**src/rtl/load_store_unit_if.sv**
```systemverilog
// Data-memory bus between the load/store unit (master) and the memory system (slave).
// Request/grant/response handshake with lane-formatted write data and byte enables.
interface load_store_unit_if;
    logic        dbus_req;
    logic        dbus_we;
    logic [31:0] dbus_addr;
    logic [3:0]  dbus_be;
    logic [31:0] dbus_wdata;
    logic        dbus_gnt;
    logic        dbus_rvalid;
    logic [31:0] dbus_rdata;

    modport master (
        output dbus_req, dbus_we, dbus_addr, dbus_be, dbus_wdata,
        input  dbus_gnt, dbus_rvalid, dbus_rdata
    );

    modport slave (
        input  dbus_req, dbus_we, dbus_addr, dbus_be, dbus_wdata,
        output dbus_gnt, dbus_rvalid, dbus_rdata
    );
endinterface

```
**src/rtl/load_store_unit.sv**
```systemverilog
// Load/store unit: validates core accesses, formats stores, runs the data-bus handshake
// with an optional timeout, and returns sign/zero-extended load data.
module load_store_unit #(
    parameter int unsigned TIMEOUT = 32'd255
) (
    input  logic                      clk,
    input  logic                      rst,
    input  logic                      mem_req,
    input  logic                      mem_we,
    input  logic [2:0]                funct3,
    input  logic [31:0]               addr,
    input  logic [31:0]               wdata_in,
    output logic                      stall,
    output logic [31:0]               rdata,
    output logic                      lsu_done,
    output logic                      lsu_fault,
    load_store_unit_if.master         dbus
);

    typedef enum logic [1:0] {S_IDLE = 2'd0, S_REQ = 2'd1, S_RESP = 2'd2, S_DONE = 2'd3} state_t;

    state_t      state_r, state_s;
    logic        we_r;
    logic [2:0]  funct3_r;
    logic [1:0]  lo_r;
    logic [31:0] addr_r;
    logic [3:0]  be_r;
    logic [31:0] wdata_r;
    logic [31:0] cnt_r;
    logic        to_r, to_s;
    logic        legal_s, accept_s, timeout_s, load_done_s;

    function automatic logic access_ok(input logic [2:0] f3, input logic we, input logic [1:0] lo);
        logic ok;
        case (f3)
            3'b000:  ok = 1'b1;
            3'b001:  ok = ~lo[0];
            3'b010:  ok = (lo == 2'b00);
            3'b100:  ok = ~we;
            3'b101:  ok = ~we & ~lo[0];
            default: ok = 1'b0;
        endcase
        return ok;
    endfunction

    function automatic logic [3:0] store_be(input logic [2:0] f3, input logic we, input logic [1:0] lo);
        logic [3:0] be;
        if (!we) begin
            be = 4'b1111;
        end else begin
            case (f3[1:0])
                2'b00:   be = 4'b0001 << lo;
                2'b01:   be = lo[1] ? 4'b1100 : 4'b0011;
                default: be = 4'b1111;
            endcase
        end
        return be;
    endfunction

    function automatic logic [31:0] store_data(input logic [2:0] f3, input logic [31:0] d);
        logic [31:0] w;
        case (f3[1:0])
            2'b00:   w = {4{d[7:0]}};
            2'b01:   w = {2{d[15:0]}};
            default: w = d;
        endcase
        return w;
    endfunction

    function automatic logic [31:0] load_fmt(input logic [2:0] f3, input logic [1:0] lo, input logic [31:0] d);
        logic [7:0]  b;
        logic [15:0] h;
        logic [31:0] r;
        b = d[{lo, 3'b000} +: 8];
        h = lo[1] ? d[31:16] : d[15:0];
        case (f3)
            3'b000:  r = {{24{b[7]}}, b};
            3'b100:  r = {24'd0, b};
            3'b001:  r = {{16{h[15]}}, h};
            3'b101:  r = {16'd0, h};
            default: r = d;
        endcase
        return r;
    endfunction

    assign legal_s     = access_ok(funct3, mem_we, addr[1:0]);
    assign accept_s    = (state_r == S_IDLE) && mem_req && legal_s;
    assign timeout_s   = (TIMEOUT != 32'd0) && ((cnt_r + 32'd1) == TIMEOUT);
    assign load_done_s = (state_r == S_RESP) && dbus.dbus_rvalid && !we_r;

    assign stall     = accept_s || (state_r == S_REQ) || (state_r == S_RESP);
    assign lsu_done  = (state_r == S_DONE);
    assign lsu_fault = ((state_r == S_IDLE) && mem_req && !legal_s) || ((state_r == S_DONE) && to_r);

    assign dbus.dbus_req   = (state_r == S_REQ);
    assign dbus.dbus_we    = we_r;
    assign dbus.dbus_addr  = addr_r;
    assign dbus.dbus_be    = be_r;
    assign dbus.dbus_wdata = wdata_r;

    // Next-state logic; in REQ an expiring timeout wins over a same-cycle grant.
    always_comb begin
        state_s = state_r;
        to_s    = 1'b0;
        case (state_r)
            S_IDLE: begin
                if (accept_s) begin
                    state_s = S_REQ;
                end else begin
                    state_s = S_IDLE;
                end
            end
            S_REQ: begin
                if (timeout_s) begin
                    state_s = S_DONE;
                    to_s    = 1'b1;
                end else if (dbus.dbus_gnt) begin
                    state_s = S_RESP;
                end else begin
                    state_s = S_REQ;
                end
            end
            S_RESP: begin
                if (dbus.dbus_rvalid) begin
                    state_s = S_DONE;
                end else if (timeout_s) begin
                    state_s = S_DONE;
                    to_s    = 1'b1;
                end else begin
                    state_s = S_RESP;
                end
            end
            S_DONE:  state_s = S_IDLE;
            default: state_s = S_IDLE;
        endcase
    end

    // State, timeout flag and wait counter.
    always_ff @(posedge clk or posedge rst) begin
        if (rst) begin
            state_r <= S_IDLE;
            to_r    <= 1'b0;
            cnt_r   <= 32'd0;
        end else begin
            state_r <= state_s;
            to_r    <= to_s;
            if (accept_s) begin
                cnt_r <= 32'd0;
            end else if ((state_r == S_REQ) || (state_r == S_RESP)) begin
                cnt_r <= cnt_r + 32'd1;
            end
        end
    end

    // Request latch (held stable for the whole bus transaction) and load result register.
    always_ff @(posedge clk or posedge rst) begin
        if (rst) begin
            we_r     <= 1'b0;
            funct3_r <= 3'b000;
            lo_r     <= 2'b00;
            addr_r   <= 32'd0;
            be_r     <= 4'b0000;
            wdata_r  <= 32'd0;
            rdata    <= 32'd0;
        end else begin
            if (accept_s) begin
                we_r     <= mem_we;
                funct3_r <= funct3;
                lo_r     <= addr[1:0];
                addr_r   <= {addr[31:2], 2'b00};
                be_r     <= store_be(funct3, mem_we, addr[1:0]);
                wdata_r  <= store_data(funct3, wdata_in);
            end
            if (load_done_s) begin
                rdata <= load_fmt(funct3_r, lo_r, dbus.dbus_rdata);
            end
        end
    end

endmodule

```
**src/flat_wrapper.sv**
```systemverilog
// flat-port wrapper written by rule: the top's interface ports become plain ports
module load_store_unit_flat 
#(
    parameter int unsigned TIMEOUT = 32'd255
)
  (clk, rst, mem_req, mem_we, funct3, addr, wdata_in, stall, rdata, lsu_done, lsu_fault, dbus_dbus_req, dbus_dbus_we, dbus_dbus_addr, dbus_dbus_be, dbus_dbus_wdata, dbus_dbus_gnt, dbus_dbus_rvalid, dbus_dbus_rdata);
  load_store_unit_if dbus_i ();
  input  logic clk;
  input  logic rst;
  input  logic mem_req;
  input  logic mem_we;
  input  logic [2:0] funct3;
  input  logic [31:0] addr;
  input  logic [31:0] wdata_in;
  output logic stall;
  output logic [31:0] rdata;
  output logic lsu_done;
  output logic lsu_fault;
  output wire logic [$bits(dbus_i.dbus_req)-1:0] dbus_dbus_req;
  output wire logic [$bits(dbus_i.dbus_we)-1:0] dbus_dbus_we;
  output wire logic [$bits(dbus_i.dbus_addr)-1:0] dbus_dbus_addr;
  output wire logic [$bits(dbus_i.dbus_be)-1:0] dbus_dbus_be;
  output wire logic [$bits(dbus_i.dbus_wdata)-1:0] dbus_dbus_wdata;
  input wire logic [$bits(dbus_i.dbus_gnt)-1:0] dbus_dbus_gnt;
  input wire logic [$bits(dbus_i.dbus_rvalid)-1:0] dbus_dbus_rvalid;
  input wire logic [$bits(dbus_i.dbus_rdata)-1:0] dbus_dbus_rdata;
  assign dbus_dbus_req = dbus_i.dbus_req;
  assign dbus_dbus_we = dbus_i.dbus_we;
  assign dbus_dbus_addr = dbus_i.dbus_addr;
  assign dbus_dbus_be = dbus_i.dbus_be;
  assign dbus_dbus_wdata = dbus_i.dbus_wdata;
  assign dbus_i.dbus_gnt = dbus_dbus_gnt;
  assign dbus_i.dbus_rvalid = dbus_dbus_rvalid;
  assign dbus_i.dbus_rdata = dbus_dbus_rdata;
  load_store_unit #(.TIMEOUT(TIMEOUT)) u_core (.clk(clk), .rst(rst), .mem_req(mem_req), .mem_we(mem_we), .funct3(funct3), .addr(addr), .wdata_in(wdata_in), .stall(stall), .rdata(rdata), .lsu_done(lsu_done), .lsu_fault(lsu_fault), .dbus(dbus_i));
endmodule
```
**config.mk**
```make
export PLATFORM = sky130hd
export DESIGN_NAME = load_store_unit_flat
export DESIGN_NICKNAME = d
export VERILOG_FILES = /design/src/rtl/load_store_unit_if.sv /design/src/rtl/load_store_unit.sv /design/src/flat_wrapper.sv
export SDC_FILE = /design/constraint.sdc
export NUM_CORES = 1
export LEC_CHECK = 0
export CAP_MARGIN = 20
export CORE_MARGIN = 2
export CORE_UTILIZATION = 48
export DETAILED_ROUTE_END_ITERATION = 10
export PLACE_DENSITY = 0.89
export SLEW_MARGIN = 25
export SYNTH_ARGS = -nofsm -noshare
export SYNTH_HDL_FRONTEND = slang
export SYNTH_SLANG_ARGS = --single-unit
export TNS_END_PERCENT = 5
```
**constraint.sdc**
```tcl
create_clock -name clk -period 5.8 [get_ports clk]
set_input_delay 1.45 -clock clk [delete_from_list [all_inputs] [get_ports clk]]
set_output_delay 1.45 -clock clk [all_outputs]
set_load 0.01 [all_outputs]
```
Yosys cells after proc, flatten, opt, wreduce, memory -nomap -nowiden
Index checks and enable logic that the tools add are counted.
{ "word_totals": {"register_bits": 139, "in_bits": 105, "wordCells": 64} }
{ "op_classes": {"n_reduce_logical": 18, "n_shift": 2, "n_mux": 18, "n_addsub": 1, "eq_ne": 12, "n_bitwise": 3} }
{ "ops": {"columns": ["operator", "count"], "rows": [
  ["case mux 32 bit (4 select lines)", 1],
  ["2-to-1 mux 32 bit", 2],
  ["case mux 32 bit (2 select lines)", 1],
  ["adder 32 x 1 -> 32 bit, second input constant", 1],
  ["== test 32 x 8 -> 1 bit, second input constant", 1],
  ["indexed part select 32 x 6 -> 8 bit", 1],
  ["2-to-1 mux 16 bit", 1],
  ["== test 3 bit, second input constant", 4],
  ["2-to-1 mux 4 bit", 2],
  ["case mux 2 bit (4 select lines)", 1],
  ["case mux 4 bit (2 select lines)", 1],
  ["== test 3 x 1 -> 1 bit, second input constant", 2],
  ["logical AND 1 bit", 6],
  ["logical NOT 2 bit", 3],
  ["logical NOT 3 bit", 2],
  ["2-to-1 mux 2 bit", 3],
  ["case mux 1 bit (5 select lines)", 1],
  ["== test 2 x 1 -> 1 bit, second input constant", 2],
  ["== test 2 bit, second input constant", 2],
  ["logical OR 1 bit", 4],
  ["2-to-1 mux 1 bit", 4],
  ["<< shifter 1 x 2 -> 4 bit, first input constant", 1],
  ["== test 3 x 2 -> 1 bit, second input constant", 1],
  ["logical NOT 1 bit", 2],
  ["4 further kinds", 5]
]} }

Depth between registers and ports, before layout
{ "depth": {"word_depth": 6, "ltp_mapped": 9, "depth_no_buf": 8} }

Worst setup path after synthesis
Ideal clock, no wire load.
{ "synth_timing": {"path_type": "input-to-output", "from": "input funct3[1]", "to": "output stall", "path_stages": 8, "t_required_ns": 4.350, "setup_slack_ns": 1.406, "arrival_time_ns": 2.944, "n_path_buf": 4, "path_cell_list": "clkbuf_1 a221oi_1 a21oi_1 or2_2 clkbuf_1 clkbuf_1 clkbuf_1 nand2_1"} }
{ "synth_between": {"elab_chain_len": 5, "elab_cells_between_ends": 9} }
{ "synth_rtl": {"columns": ["element", "line", "text"], "rows": [
  ["start: declaration", "flat_wrapper.sv:12", "input logic [2:0] funct3;"],
  ["== test 3 bit, or another cell as far along", "load_store_unit.sv:35", "case (f3)"],
  ["case mux 1 bit (5 select lines) (*)", "load_store_unit.sv:35", null],
  ["logical AND 1 bit (*)", "load_store_unit.sv:87", "assign accept_s = (state_r == S_IDLE) && mem_req && legal_s;"],
  ["logical OR 1 bit (*) (2 in a row)", "load_store_unit.sv:91", "assign stall = accept_s || (state_r == S_REQ) || (state_r == S_RESP);"],
  ["end: declaration", "flat_wrapper.sv:15", "output logic stall;"]
]} }
Mark *: on every way between the ends. The rest lies on a longest branch, timed or not.

Worst setup path in the final report
{ "layout_timing": {"from": "input funct3[0]", "to": "output stall"} }
The elaborated chain is that of the path after synthesis.

==> impl_metrics.yaml <==
timing:
  slew_headroom: 0.318
  setup_viol: 0
  fin_crit_ps: 4910
  finalCritPeriodShare: 0.847
  max_freq_ghz: 0.204
  fin_setup_tns_ps: 0
  fin_ws_ps: 888
  grt_setup_unrepaired: "no"
  tightest_slew_ps: 1020
  finalMaxSlewViolations: 0
  finalHoldViolCount: 0
  fin_hold_ws_ps: 472
  fin_skew_ps: 8.12
grt:
  grt_pass1_wl_um: 33300
  grt.overflow.total: 0
  grt_pass1_vias: 6533
  grt_use_total: 0.263
  antenna_found_initial: 0
  grt_max_degree: 98
worst_setup_path:
  reg2reg_depth: 8
  cp.arrival_ps: 3460
  critPathRequiredTime_ps: 4350
  cp-end-kind: "primary output"
  r2r-start: "u_core.cnt_r[0]"
  worst-setup-path-type: "input pin to primary output"
  cp-start-kind: "input pin"
  worstPathMaxFanout: 7
  rrSetupSlack_ps: 2590
clock_tree:
  htreeDepth: 4
  cts_tree: "built"
  cts_root_buf: "clkbuf_16"
  post_cts_buffers: 0
  cts_max_path_buffers: 2
  cts_buffers: 17
  cts_hold_buf: 0
  clkTransAtPathRegs_ps: 60
  cts_resized: 0
  clk_latency_ps: 420
  clock-sinks: 139
job:
  maxCapViolations: 0
place:
  dpl.hpwl_um: 14200
  dp.cells: 1143
  place_congestion: 0.904
  placed_area_mm2: 0.00929
  dp_slack_ps: 906
  place.port_buffers: 207
route:
  drt_iter0_drc: 607
  wl_um: 20800
  vias: 6628
  dr.pass1.iters: 9
  drc: 0
  wire_per_inst_um: 17.7
  antenna_left: 0
  vias_per_cell: 5.65
min_path:
  min_path_cells: 2
  hold_path.class: "flop to flop"
  worstHoldStart: "u_core.dbus.dbus_addr[11]"
  hold_end: "u_core.dbus.dbus_addr[11]"
layout:
  drive_gt1_frac: 0.0576
  stdcell_count: 1173
  final_common_cell: "nand2_1"
  final_cell_mix: "208 x nand2_1, 207 x clkdlybuf4s50_1, 138 x dfrtp_1, 77 x nor2_1, 50 x a21oi_1"
  final_util: 0.673
  fin_area_mm2: 0.00982
  synthToLayoutAreaGrowth_pct: 36.8
  antenna_cells: 0
  nets: 1090
die:
  die_x_um: 126
  dieHeight_um: 126
  rows: 44
  fp.coreArea_mm2: 0.0146
  fp.dieArea_mm2: 0.0160
  start_util: 0.492
  ioPinCount: 210
synthesis:
  muxShareOfSynthArea: 0.0472
  syn-cell-area_mm2: 0.00718
  ys_seq_area_frac: 0.484
  synth_compound_gate_area_share: 0.121
  synth-simple-area-share: 0.243
  synthCells: 803
  synth_top_family_by_area: "simple AND/OR/NAND/NOR gates"
  synth_ff_type: "dfrtp_1"
  ys_warn_count: 0
  yosysUniqueCellTypes: 60
  synthAdderAreaFrac: 0.0122
  ys_async_sr_fraction: 1.00
  synth_xor_area_frac: 0.0476
  synth_edf_count: 0
  synth-seq-cells: 139
  avgSynthCellArea_um2: 8.94
power_and_ir_drop:
  p_total_mw: 4.38
  powerDensity_mw_per_mm2: 446
  ir_drop_uv: 241
  p_leak_nw: 4.36
outcome:
  status: "complete, no violations"
## kinds of logic (layout without fill, tap and decap cells)
kind of cell	after synthesis	in the layout
compound gates	139	139
xor+xnor	39	39
fa+ha+maj	7	7
buf+inv	70	255
flops	139	139
mux	33	33
other cells	1	2
simple gates	375	375
## worst max path at each step
stage | end | cells after the start | slack, ps | startpoint
floorplan | asynchronous set/reset pin | 1 | 630 | rst
global placement | stall | 6 | 970 | funct3[0]
detailed placement | stall | 6 | 910 | funct3[0]
CTS | stall | 6 | 910 | funct3[0]
global route | stall | 6 | 770 | funct3[0]
finish | stall | 6 | 890 | funct3[0]
## per-layer routing
| layer | track usage | vias up | share of wire |
|---|---|---|---|
| met4 | 0.130 | 0 | 0.044 |
| met5 | 0 | - | 0 |
| met1 | 0.319 | 3166 | 0.39 |
| li1 | - | 3088 | - |
| met2 | 0.448 | 310 | 0.50 |
| met3 | 0.0557 | 64 | 0.070 |
## registers in the layout, summed over array words and instances (netlist names), named ones only
name and cells:
u_core.rdata 32, u_core.state_r 1, u_core.dbus.dbus_be 4, u_core.funct3_r 3, u_core.dbus.dbus_wdata 32, u_core.to_r 1, u_core.dbus.dbus_we 1, u_core.cnt_r 32
u_core.lo_r 2, u_core.dbus.dbus_addr 30
## worst max-delay path: stages
cell	delay, ps
clkdlybuf4s50_1	570
a221oi_1	370
a21oi_1	170
or2_4	300
nand2_1	70
clkdlybuf4s50_1	530
## cell type report
class	instances	area [µm²]
fillers	1063	4770
flip-flops and latches	139	3480
multi-input cells	595	3410
repair buffers	214	2120
clock buffers	22	454
well taps	184	230
clock inverters	8	72.6
inverters	11	46.3
## where the power goes
group	switching, mW	leakage [nW]	total, mW	internal [mW]
sequential	0.278	1.73	1.61	1.33
clock	0.393	0.252	0.985	0.592
combinational	0.862	2.37	1.79	0.924
total	1.53	4.36	4.38	2.85
## synthesized netlist by cell type, types with 7 or more instances
library cell  instances  area share
nand2_1             208        0.11
dfrtp_1             139        0.48
nor2_1               79       0.041
a21oi_1              50       0.035
clkbuf_1             38       0.020
o21ai_0              37       0.026
xor2_1               30       0.037
mux2i_1              26       0.036
nand4_1              19       0.017
inv_1                11      0.0058
buf_2                10      0.0070
and4_1                9       0.011
xnor2_1               9       0.011
and3_1                8      0.0070
nor3_1                8      0.0056
o211ai_1              8      0.0084
a222oi_1              7      0.0098
a31oi_1               7      0.0061
ha_1                  7       0.012
mux2_2                7       0.011
o21a_1                7      0.0073
Power figures use the tool's default switching activity.
